**src/rtl/multicycle_ctrl.sv**
```systemverilog
// Multi-cycle main control FSM for the MIPS core.
// Sequences one instruction at a time through FETCH/DECODE/EXEC/MEM/WB.
// It drives the datapath selects, handshakes with the unified memory port
// through mem_ready, and counts retired instructions.
module multicycle_ctrl #(
  parameter int CNT_W    = 32,
  parameter int LINK_REG = 31
) (
  input  logic             clk,
  input  logic             reset,
  input  logic [31:0]      instr,
  input  logic             zero,
  input  logic             mem_ready,
  output logic             pc_we,
  output logic [1:0]       npc_sel,
  output logic             ir_we,
  output logic [1:0]       ext_op,
  output logic             alu_src_b,
  output logic [2:0]       alu_op,
  output logic             reg_we,
  output logic [1:0]       reg_dst,
  output logic [1:0]       wd_sel,
  output logic             mem_re,
  output logic             mem_we,
  output logic             illegal,
  output logic [2:0]       state,
  output logic [CNT_W-1:0] instr_cnt
);

  typedef enum logic [2:0] {
    S_FETCH  = 3'd0,
    S_DECODE = 3'd1,
    S_EXEC   = 3'd2,
    S_MEM    = 3'd3,
    S_MEMWB  = 3'd4,
    S_ALUWB  = 3'd5,
    S_RST    = 3'd6
  } state_t;

  // reg_dst=10 steers the register-file write address to LINK_REG in the datapath.
  if (LINK_REG < 0 || LINK_REG > 31) begin : g_link_reg_range
    $error("LINK_REG must name one of the 32 architectural registers");
  end

  state_t cur, nxt;
  logic   cnt_inc;

  logic [5:0] opcode;
  logic [5:0] funct;
  logic       is_rtype, is_addu, is_subu, is_jr;
  logic       is_ori, is_lui, is_lw, is_sw, is_beq, is_j, is_jal;
  logic       is_legal;
  logic [1:0] ext_sel;
  logic       unused_instr;

  assign opcode   = instr[31:26];
  assign funct    = instr[5:0];
  assign is_rtype = (opcode == 6'h00);
  assign is_addu  = is_rtype && (funct == 6'h21);
  assign is_subu  = is_rtype && (funct == 6'h23);
  assign is_jr    = is_rtype && (funct == 6'h08);
  assign is_ori   = (opcode == 6'h0d);
  assign is_lui   = (opcode == 6'h0f);
  assign is_lw    = (opcode == 6'h23);
  assign is_sw    = (opcode == 6'h2b);
  assign is_beq   = (opcode == 6'h04);
  assign is_j     = (opcode == 6'h02);
  assign is_jal   = (opcode == 6'h03);
  assign is_legal = is_addu | is_subu | is_jr | is_ori | is_lui |
                    is_lw | is_sw | is_beq | is_j | is_jal;

  // Extender mode is a pure function of the opcode so it stays stable from
  // EXEC through the following MEM or ALUWB cycle.
  assign ext_sel = is_ori ? 2'b01 : (is_lui ? 2'b10 : 2'b00);

  // Register-number and shamt fields are consumed by the datapath, not here.
  assign unused_instr = ^instr[25:6];

  assign state = cur;

  // State register; reset forces RST immediately, abandoning any memory access.
  always_ff @(posedge clk or negedge reset) begin
    if (!reset) cur <= S_RST;
    else        cur <= nxt;
  end

  // Retired-instruction counter, wraps naturally at 2^CNT_W.
  always_ff @(posedge clk or negedge reset) begin
    if (!reset)       instr_cnt <= '0;
    else if (cnt_inc) instr_cnt <= instr_cnt + {{(CNT_W-1){1'b0}}, 1'b1};
  end

  // Next-state and Moore/decode outputs; every output defaults to 0.
  always_comb begin
    nxt       = cur;
    cnt_inc   = 1'b0;
    pc_we     = 1'b0;
    npc_sel   = 2'b00;
    ir_we     = 1'b0;
    ext_op    = 2'b00;
    alu_src_b = 1'b0;
    alu_op    = 3'b000;
    reg_we    = 1'b0;
    reg_dst   = 2'b00;
    wd_sel    = 2'b00;
    mem_re    = 1'b0;
    mem_we    = 1'b0;
    illegal   = 1'b0;
    case (cur)
      S_RST: nxt = S_FETCH;
      S_FETCH: begin
        mem_re = 1'b1;
        if (mem_ready) begin
          ir_we = 1'b1;
          pc_we = 1'b1;
          nxt   = S_DECODE;
        end
      end
      S_DECODE: begin
        if (is_j) begin
          pc_we   = 1'b1;
          npc_sel = 2'b10;
          nxt     = S_FETCH;
          cnt_inc = 1'b1;
        end else if (is_jal) begin
          pc_we   = 1'b1;
          npc_sel = 2'b10;
          reg_we  = 1'b1;
          reg_dst = 2'b10;
          wd_sel  = 2'b10;
          nxt     = S_FETCH;
          cnt_inc = 1'b1;
        end else if (is_jr) begin
          pc_we   = 1'b1;
          npc_sel = 2'b11;
          nxt     = S_FETCH;
          cnt_inc = 1'b1;
        end else if (!is_legal) begin
          // Unsupported encodings are dropped without retiring.
          illegal = 1'b1;
          nxt     = S_FETCH;
        end else begin
          nxt = S_EXEC;
        end
      end
      S_EXEC: begin
        ext_op = ext_sel;
        if (is_addu || is_subu) begin
          alu_op = is_subu ? 3'b001 : 3'b000;
          nxt    = S_ALUWB;
        end else if (is_ori) begin
          alu_src_b = 1'b1;
          alu_op    = 3'b010;
          nxt       = S_ALUWB;
        end else if (is_lui) begin
          alu_src_b = 1'b1;
          alu_op    = 3'b011;
          nxt       = S_ALUWB;
        end else if (is_lw || is_sw) begin
          alu_src_b = 1'b1;
          alu_op    = 3'b000;
          nxt       = S_MEM;
        end else begin
          // beq resolves here; any other encoding only arrives if IR changed
          // under us, and falls back to FETCH the same way.
          alu_op  = is_beq ? 3'b001 : 3'b000;
          pc_we   = is_beq & zero;
          npc_sel = is_beq ? 2'b01 : 2'b00;
          nxt     = S_FETCH;
          cnt_inc = 1'b1;
        end
      end
      S_MEM: begin
        ext_op = ext_sel;
        mem_re = is_lw;
        mem_we = is_sw & ~is_lw;
        if (mem_ready) begin
          nxt     = is_lw ? S_MEMWB : S_FETCH;
          cnt_inc = ~is_lw;
        end
      end
      S_MEMWB: begin
        reg_we  = 1'b1;
        reg_dst = 2'b00;
        wd_sel  = 2'b01;
        nxt     = S_FETCH;
        cnt_inc = 1'b1;
      end
      S_ALUWB: begin
        ext_op  = ext_sel;
        reg_we  = 1'b1;
        wd_sel  = 2'b00;
        reg_dst = is_rtype ? 2'b01 : 2'b00;
        nxt     = S_FETCH;
        cnt_inc = 1'b1;
      end
      default: nxt = S_RST;
    endcase
  end

endmodule

```
**config.mk**
```make
export PLATFORM = sky130hd
export DESIGN_NAME = multicycle_ctrl
export DESIGN_NICKNAME = d
export VERILOG_FILES = /design/src/rtl/multicycle_ctrl.sv
export SDC_FILE = /design/constraint.sdc
export NUM_CORES = 1
export LEC_CHECK = 0
export ABC_CLOCK_PERIOD_IN_PS = 2400
export CAP_MARGIN = 10
export CELL_PAD_IN_SITES_DETAIL_PLACEMENT = 2
export CELL_PAD_IN_SITES_GLOBAL_PLACEMENT = 2
export CORE_UTILIZATION = 27
export CTS_BUF_LIST = sky130_fd_sc_hd__clkbuf_4
export DETAILED_ROUTE_END_ITERATION = 10
export PLACE_DENSITY = 0.86
export RECOVER_POWER = 100
export SLEW_MARGIN = 30
export SYNTH_ARGS = -nofsm -noshare
export SYNTH_HDL_FRONTEND = slang
export SYNTH_SLANG_ARGS = --single-unit
```
**constraint.sdc**
```tcl
create_clock -name clk -period 2.4 [get_ports clk]
set_input_delay 0.48 -clock clk [delete_from_list [all_inputs] [get_ports clk]]
set_output_delay 0.48 -clock clk [all_outputs]
set_load 0.02 [all_outputs]
```
==> reports/metrics.yaml <==
status:
  status: "complete, but fails checks"
  violations: "negative setup slack"
clocking:
  cts.htree.levels: 2
  path_clk_slew_ns: 0.10
  clkLatencyLatePin_ns: 0.36
  root_buffer: "clkbuf_4"
  cts_buffer_depth: 2
  cts_buffers: 5
  clock_sinks: 35
  tritoncts: "done"
yosys:
  synth_cell_type_count: 52
  synth_edf_count: 0
  synth_seq_cells: 35
  synth_fp_nets: 275
  synth_cells: 238
  synth_area_per_cell_um2: 9.94
  synthArstFlopShare_pct: 100
  ys_warn_count: 0
  ys.flop_type: "dfrtp_1"
  syn-cell-area_um2: 2360
  synth_seq_area_share_pct: 37.1
critical_path:
  crit_type: "input pin to primary output"
  crit_arrival_ns: 1.94
  required_ns: 1.92
  end_kind: "primary output"
  critPathLaunchType: "input pin"
  cp_max_fo: 3
final_layout:
  nFillCells: 932
  multiInputGateArea_um2: 1450
  stdcell_count: 459
  nets: 390
  fin_area_um2: 3580
  antenna_cells: 0
  synthToLayoutAreaGrowth_pct: 51.4
  regArea_um2: 878
  final_layout_size_suffix_gt1_share_pct: 34.7
global_routing:
  grt-ovfl-total: 0
  grt_max_degree: 36
  grt_pass1_wl_um: 15300
  antenna_found_initial: 0
  first_global_vias: 2686
  track_usage_pct: 22.5
flow_run:
  cap_viol_max_count: 0
min_path:
  hold_class: "flop to flop"
sta:
  rsz0062_at_grt: "true"
  fin_crit_ns: 2.42
  worst_pin_slew_ns: 0.894
  finClkSkew_ns: 0.0145
  finalSetupTns_ns: -0.0221
  setup_ws_ns: -0.0221
  max_freq_mhz: 413
  setup_viol_count_final: 1
  hold_viol: 0
  slew_violations: 0
  min_period_over_period_pct: 101
  slew-limit-headroom_pct: 40.4
route:
  routed_wl_um: 9590
  first_iter_violations: 60
  drc: 0
  drtAntennaViolNets: 0
  dr.max_layer_used: "met4"
  vias_per_cell: 5.24
  num_vias: 2403
  drt-wirelength-per-cell_um: 20.9
  wl_met3_um: 242
  wl_met2_um: 5160
  drt-met1-wl_um: 3950
  first_pass_iters: 4
die:
  die_x_um: 95.6
  start_util_pct: 28.4
  coreArea_um2: 8340
  row_count: 33
  die_h_um: 95.6
  ios: 89
  dieArea_um2: 9140
placement:
  port_buffers: 67
  dp_slack_ns: -0.734
  dp_hpwl_um: 7120
  dpl_cell_area_um2: 3480
  dp.cells: 445
  gp_congestion: 0.879
power:
  cellPowerDensity_nw_per_um2: 449
  power.leakage_nw: 1.49
  ir_drop_mv: 0.313
## cell families after synthesis
| group | share of synthesized area, % |
|---|---|
| multiplexers | 0.635 |
| AND/OR/NAND/NOR | 24.6 |
| other | 0.159 |
| buffers and inverters | 5.50 |
| AO/OA/AOI/OAI | 19.7 |
| flip-flops | 37.1 |
| adder cells (fa/ha/maj) | 0.529 |
| XOR/XNOR | 11.8 |
## per-stage QoR
step / hold WS [ns] / util, % / power (W)
floorplan: 0.184 / - / 0.000978
global placement: 0.463 / 41.8 / 0.00125
detailed placement: 0.465 / 41.8 / 0.00129
CTS: 0.484 / 43.5 / 0.00165
global route: 0.505 / 42.9 / 0.00169
finish: 0.469 / 42.9 / 0.00161
## cells in the mapped netlist, types with 5 or more instances
cell | instances | area, um2
nand3_1 | 18 | 90.1
a211oi_1 | 11 | 82.6
a2111oi_2 | 7 | 105
inv_1 | 9 | 33.8
a21oi_2 | 10 | 87.6
xor2_1 | 28 | 245
dfrtp_1 | 33 | 826
buf_2 | 5 | 25.0
nor2_1 | 15 | 56.3
and3_1 | 5 | 31.3
nand4_1 | 8 | 50.1
nand2_1 | 16 | 60.1
## worst max-delay path, cell delays in order
cell and delay, ns:
dlygate4sd2_1 0.28, nor4b_4 0.29, buf_4 0.16, nand4_4 0.12, nand2_2 0.10, nor2_1 0.05, a211o_1 0.32, buf_6 0.14
## placed cells by master, fill, tap and decap left out, types with 8 or more instances in the layout
| cell | n |
|---|---|
| a211oi_1 | 9 |
| a21oi_2 | 9 |
| buf_4 | 43 |
| clkbuf_2 | 10 |
| clkbuf_4 | 10 |
| dfrtp_1 | 33 |
| dlygate4sd2_1 | 9 |
| dlygate4sd3_1 | 35 |
| inv_1 | 8 |
| nand2_1 | 14 |
| nand3_1 | 18 |
| nand4_1 | 8 |
| nor2_1 | 13 |
| xor2_1 | 28 |
## state kept, by name (all words and copies together) (netlist names)
register	count
state	3
instr_cnt	32
## final cells by class
class | instances | share of cell area (%)
Clock buffer | 8 | 1.68
Tap cell | 105 | 3.67
Multi-Input combinational cell | 180 | 40.6
Inverter | 10 | 1.05
Timing Repair Buffer | 121 | 28.5
Sequential cell | 35 | 24.5
## layer usage
metal  vias to the layer above  track usage [%]
met1                      1239             26.3
met2                        47             40.1
met5                         -                0
met3                        20             3.91
met4                         0             9.83
li1                       1097                -
## what timing repair did
item / CTS / global route
pin swaps: 7 / 2
gates resized for setup: 81 / 28
cloned: 0 / 0
hold endpoints to repair: 0 / 0
setup endpoints to repair: 47 / 16
buffers inserted: 7 / 0
hold buffers: 0 / 0
## report_power, final
part | internal (W) | leakage, nW | switching [W]
Clock | 0.000151 | 0.0368 | 0.000209
Combinational | 0.000214 | 1.04 | 0.000282
Sequential | 0.000652 | 0.407 | 0.0000989
Total | 0.00102 | 1.49 | 0.000589
## path summary, 6_finish.rpt
path,slack [ns],start,to,cells after the start
max in group asynchronous,1.08,reset,instr_cnt[30]$_DFFE_PN0P_,2
worst max-delay path,-0.02,instr[3],pc_we,8
worst max register to register,0.12,state[1]$_DFFE_PN1P_,instr_cnt[25]$_DFFE_PN0P_,8
min in group asynchronous,0.76,reset,instr_cnt[5]$_DFFE_PN0P_,2
worst min-delay path,0.47,instr_cnt[31]$_DFFE_PN0P_,instr_cnt[31]$_DFFE_PN0P_,1
worst min register to register,0.47,instr_cnt[31]$_DFFE_PN0P_,instr_cnt[31]$_DFFE_PN0P_,1
Note: power is estimated with default switching activity, not from simulation.
==> patch 1 (same flow settings) <==
The parameter `CNT_W` goes from 32 to 64.
--- a/src/rtl/multicycle_ctrl.sv
+++ b/src/rtl/multicycle_ctrl.sv
@@ -3,7 +3,7 @@
 // It drives the datapath selects, handshakes with the unified memory port
 // through mem_ready, and counts retired instructions.
 module multicycle_ctrl #(
-  parameter int CNT_W    = 32,
+  parameter int CNT_W    = 64,
   parameter int LINK_REG = 31
 ) (
   input  logic             clk,
Ports: changed (resized instr_cnt); port bits go from 89 to 121. No check against the original RTL was run, so the function may have changed too.
==> patch 1 against the unedited design <==
- setup slack got worse by 0.019 ns
- register-to-register slack lost 0.09 ns
- wire length rose by 52%
- total power grew 76%
- sequential cell count up 32
- synthesized area grew 54%
- the run ends with capacitance limit, slew limit, setup timing left
- critical path type unchanged
- count of clock-buffer cells in the layout is 1 higher
- global-route usage shrank 0.78 points
- cell area increased by 52%
- core utilization down 1.6 points
==> patch 1: results (changes against the unedited design) <==
Synthesis
  – Register area share after synthesis: 46.1% (+8.9 points)
  – Post-synthesis net count: 411 (+49%)
  – Post-synthesis compound-gate area fraction: 4.40% (-15 points)
  – Adder-Cell Fraction of Synth Area: 0.343% (-0.19 points)
  – XOR/XNOR Fraction of Synth Area: 15.4% (+3.6 points)
  – Top cells by area, synth: dfrtp_1 (45%), xor2_1 (7.7%), xnor2_1 (7.2%), nand4_1 (6.5%), nand3_1 (4.1%)
  – Netlist cell types: 48 (-7.7%)
  – Syn Inst Count: 374 (+57%)

Clock network
  – Num CTS Buffers: 9 (+4)
  – H-tree levels: 3 (+1)
  – Worst-path clk slew: 0.13 ns (+0.03 ns)
  – Clock latency on the worst-skew pair: 0.44 ns (+0.08 ns)

STA
  – Final setup viols: 1 (unchanged)
  – TNS Setup: -0.0410 ns (-0.0189 ns)
  – Layout Skew: 0.0202 ns (+0.00570 ns)
  – Final WS setup: -0.0410 ns (-0.0189 ns)
  – Max-slew violation count: 30 (+30)

Pwr
  – Static Leak: 0.00200 uW (+35%)
  – Worst vdd ir: 289 uV (-7.7%)

Routing
  – Metal2 WL: 7.70 mm (+49%)
  – Detail Route met3 WL: 348 um (+44%)
  – M1 wire length: 6.18 mm (+56%)
  – Drt wl/cell: 20.7 um (-0.83%)
  – Routed vias/inst: 5.12 (-2.2%)

Finish
  – Share of layout cells above drive strength 1: 23.1% (-12 points)
  – Fillers: 1408 (+51%)
  – Final #Nets: 561 (+44%)
  – Number of flip-flops under the largest register name: 64 (+100%)

Hold path
  – HP Class: in -> async

Placement
  – GPL Wtd Cong: 0.852 (-3.1%)
  – Port buffer count: 99 (+48%)
  – Placed insts: 682 (+53%)
  – HPWL after detailed placement: 10.4 mm (+46%)

Global route
  – Vias in the first global route: 4172 (+55%)
  – First-pass GRT wire length: 23.6 mm (+55%)

Status
  – Outcome: complete, but fails checks
  – Failing checks: capacitance limit, slew limit, setup timing

Flow run
  – Max-Cap Viols: 1 (+1)

Setup path
  – Crit path from: instr[1]
==> patch 1: cell type report <==
class | count | area [um^2] | share of cell area [%]
timing repair buffer | 158 | 1340 | 24.7
clock inverter | 7 | 163 | 2.99
clock buffer | 9 | 67.6 | 1.24
tap | 176 | 220 | 4.05
multi-input combinational | 277 | 1930 | 35.4
sequential | 67 | 1680 | 30.9
inverter | 11 | 41.3 | 0.758
==> patch 1: what timing repair did <==
action,4_1_cts,5_1_grt
setup buffers,5,2
pin swaps,6,7
hold endpoints to repair,0,0
endpoints found under the setup margin,43,17
gates resized for setup,88,30
==> patch 1: path summary, 6_finish.rpt <==
kind	endpoint	slack, ns	cells past startpoint
setup / recovery	illegal	-0.04	6
max in group asynchronous	instr_cnt[8]$_DFFE_PN0P_	0.95	2
hold reg to reg	instr_cnt[63]$_DFFE_PN0P_	0.49	1
hold / removal	instr_cnt[55]$_DFFE_PN0P_	0.32	2
setup reg to reg	instr_cnt[26]$_DFFE_PN0P_	0.03	9
min in group clk	instr_cnt[63]$_DFFE_PN0P_	0.49	1
==> patch 1: critical path, cell delays in order <==
cell and delay, ns:
clkdlybuf4s50_1 0.43, nor2_1 0.26, a31oi_4 0.17, o21ai_0 0.35, nor2_1 0.10, buf_4 0.17
==> patch 1: cells by family (layout without fill, tap and decap cells) <==
family / Yosys count / in the layout
compound gates: 19 / 19
other cells: 1 / 1
simple gates: 193 / 193
fa+ha+maj: 1 / 1
buf+inv: 30 / 185
flops: 67 / 67
xor+xnor: 63 / 63
==> patch 1: metrics by stage <==
stage                     cell area [um^2]  worst slack [ns]  power [uW]  hold WS, ns  util, %
after global routing                  5440           -0.0820        2920        0.378     41.3
final                                 5440           -0.0410        2830        0.322     41.3
after global placement                5190            -0.618        1630        0.459     39.3
after CTS                             5490           -0.0710        2870       0.0400     41.6
after floorplan                       3650            0.0250        1390        0.184        -
after detailed placement              5190            -0.785        1660        0.481     39.3
==> patch 1: power by group <==
group          internal (uW)  total, uW  switching [uW]  leakage [uW]
clock network            737       1200             460      0.000118
logic                    171        411             240       0.00115
registers               1170       1220            53.1      0.000736
total                   2070       2830             753       0.00200
==> patch 1: layer usage <==
layer | global-route usage [%] | vias to the layer above
met3 | 3.23 | 26
met2 | 40.1 | 68
met5 | 0 | -
met1 | 25.0 | 1873
li1 | - | 1644
met4 | 8.65 | 0
==> patch 2 (same settings) <==
Without the edit above. Make the reset (`reset`) synchronous in 2 clocked blocks.
--- a/src/rtl/multicycle_ctrl.sv
+++ b/src/rtl/multicycle_ctrl.sv
@@ -79,13 +79,13 @@
   assign state = cur;
 
   // State register; reset forces RST immediately, abandoning any memory access.
-  always_ff @(posedge clk or negedge reset) begin
+  always_ff @(posedge clk) begin
     if (!reset) cur <= S_RST;
     else        cur <= nxt;
   end
 
   // Retired-instruction counter, wraps naturally at 2^CNT_W.
-  always_ff @(posedge clk or negedge reset) begin
+  always_ff @(posedge clk) begin
     if (!reset)       instr_cnt <= '0;
     else if (cnt_inc) instr_cnt <= instr_cnt + {{(CNT_W-1){1'b0}}, 1'b1};
   end
Function: differs if reset is asserted again (counterexample within 4 cycles, from zero or initial values and one cycle with reset low); with reset held inactive, the same outputs for 10 cycles.
==> patch 2 against the unedited design <==
- synthesized area is 0.11% higher
- sequential cell count unchanged
- synthesized cell count rose by 30%
- setup slack improved by 0.11 ns
- wire length up 1.9%
- clock skew up 0.0039 ns
- highest routed layer unchanged
- count of clock-buffer cells in the layout down 1
- non-clock buffer count is 2 lower
- first-iteration DRC count fell by 3.3%
- critical path type unchanged
- cell area is 0.63% higher
Power is not compared: it rests on default switching activity, and its combinational part moved more than twofold at a synthesized area within 25%.
==> patch 2: results (changes against the unedited design) <==
Routing
  – Routed vias/inst: 5.34 (+2.0%)
  – Via count: 2808 (+17%)
  – Iteration-0 DRC Markers: 58 (-3.3%)
  – Drt pass-1 iters: 5 (+1)
  – Drt wl/cell: 18.6 um (-11%)

Synthesis
  – Post-synth top cells: nand2_1 (50), dfxtp_1 (35), nand2b_1 (29)
  – Netlist cell types: 47 (-9.6%)
  – Register area share after synthesis: 29.6% (-7.5 points)
  – Async SR Flop Fraction: 0% (-100 points)
  – Top cells by area, synth: dfxtp_1 (30%), mux2i_1 (12%), nand2_1 (7.9%), nand2b_1 (7.7%), a21oi_1 (5.9%)
  – Ys flop type: dfxtp_1
  – Post-synthesis net count: 346 (+26%)
  – Syn Inst Count: 309 (+30%)

Global route
  – Largest net degree at the start of global routing: 59 (+64%)
  – First-pass GRT wire length: 15.3 mm (+0.54%)
  – Vias in the first global route: 2952 (+9.9%)
  – Met1 global-route usage: 25.8% (-0.56 points)
  – GR Util met2: 41.0% (+0.83 points)
  – Initial antenna violation count: 0 (unchanged)
  – Total GRT Usage: 22.0% (-0.55 points)
  – Grt met3 use: 3.27% (-0.64 points)

Setup path
  – Arrival time worst endpoint: 1.84 ns (-0.10 ns)

Status
  – Outcome: completed

Finish
  – Share of layout cells above drive strength 1: 23.3% (-11 points)
  – Ant diodes: 0 (unchanged)
  – Fillers: 957 (+2.7%)
  – Final #Nets: 457 (+17%)

Pwr
  – Static Leak: 0.00135 uW

Clock network
  – Clock latency on the worst-skew pair: 0.35 ns
  – Max clock buf depth: 2 (unchanged)

STA
  – Slew at the pin closest to its max-slew limit: 0.566 ns (-0.328 ns)
  – Layout Skew: 0.0184 ns (+0.00385 ns)

Placement
  – GPL Wtd Cong: 0.809 (-8.0%)
  – Placed insts: 516 (+16%)
  – HPWL after detailed placement: 7.04 mm (-1.2%)
[patch 2: layer usage]
metal	wire, um	vias to the layer above
met5	0	-
met4	180	0
met3	377	15
met2	5080	73
met1	4130	1378
li1	-	1342
[patch 2: final cells by class]
cell class,instances,area (um^2),share of cell area [%]
Timing Repair Buffer,119,1040,28.8
Clock inverter,1,5.00,0.139
Clock buffer,7,52.6,1.46
Inverter,5,18.8,0.521
Multi-Input combinational cell,254,1650,45.9
Tap cell,105,131,3.65
Sequential cell,35,702,19.5
[patch 2: final timing paths]
check                             startpoint                         end  slack, ns  depth (start not counted)
hold reg to reg   instr_cnt[31]$_SDFFE_PN0P_  instr_cnt[31]$_SDFFE_PN0P_       0.49                          2
setup / recovery                    instr[2]                       pc_we       0.08                          7
setup reg to reg       state[1]$_SDFFE_PN1P_  instr_cnt[20]$_SDFFE_PN0P_       0.14                          7
hold / removal    instr_cnt[31]$_SDFFE_PN0P_  instr_cnt[31]$_SDFFE_PN0P_       0.49                          2
[patch 2: logic make-up (layout without fill, tap and decap cells)]
kind of cell | Yosys count | in the layout | share of synthesized area (%)
AND/OR/NAND/NOR | 166 | 166 | 37.2
AO/OA/AOI/OAI | 57 | 57 | 16.4
flip-flops | 35 | 35 | 29.6
multiplexers | 29 | 29 | 12.3
buffers and inverters | 20 | 132 | 3.86
adder cells (fa/ha/maj) | 1 | 1 | 0.528
other | 1 | 1 | 0.158
[patch 2: per-stage QoR]
step	worst slack (ns)	cell area (um^2)	total power [uW]
after floorplan	0.220	2370	714
after global placement	-0.599	3480	840
after detailed placement	-0.666	3480	852
after CTS	-0.0244	3570	1200
after global routing	-0.00469	3600	1250
final	0.0832	3600	1200
[patch 2: worst max-delay path: stages]
cell and delay [ns]:
clkdlybuf4s15_1 0.25, nor4b_4 0.30, nand4_1 0.18, nand2_1 0.12, nor2_1 0.06, a211o_1 0.29, buf_4 0.16
[patch 2: power by group]
group	leakage (uW)	switching, uW	internal, uW
sequential	0.000283	12.6	588
combinational	0.00103	133	111
clock	0.0000361	215	137
[patch 2: repair_timing]
| item | CTS | global route |
|---|---|---|
| gates resized for setup | 86 | 17 |
| pin swaps | 6 | 6 |
| gates cloned | 0 | 0 |
| endpoints found under the setup margin | 33 | 23 |
| buffers inserted | 1 | 1 |
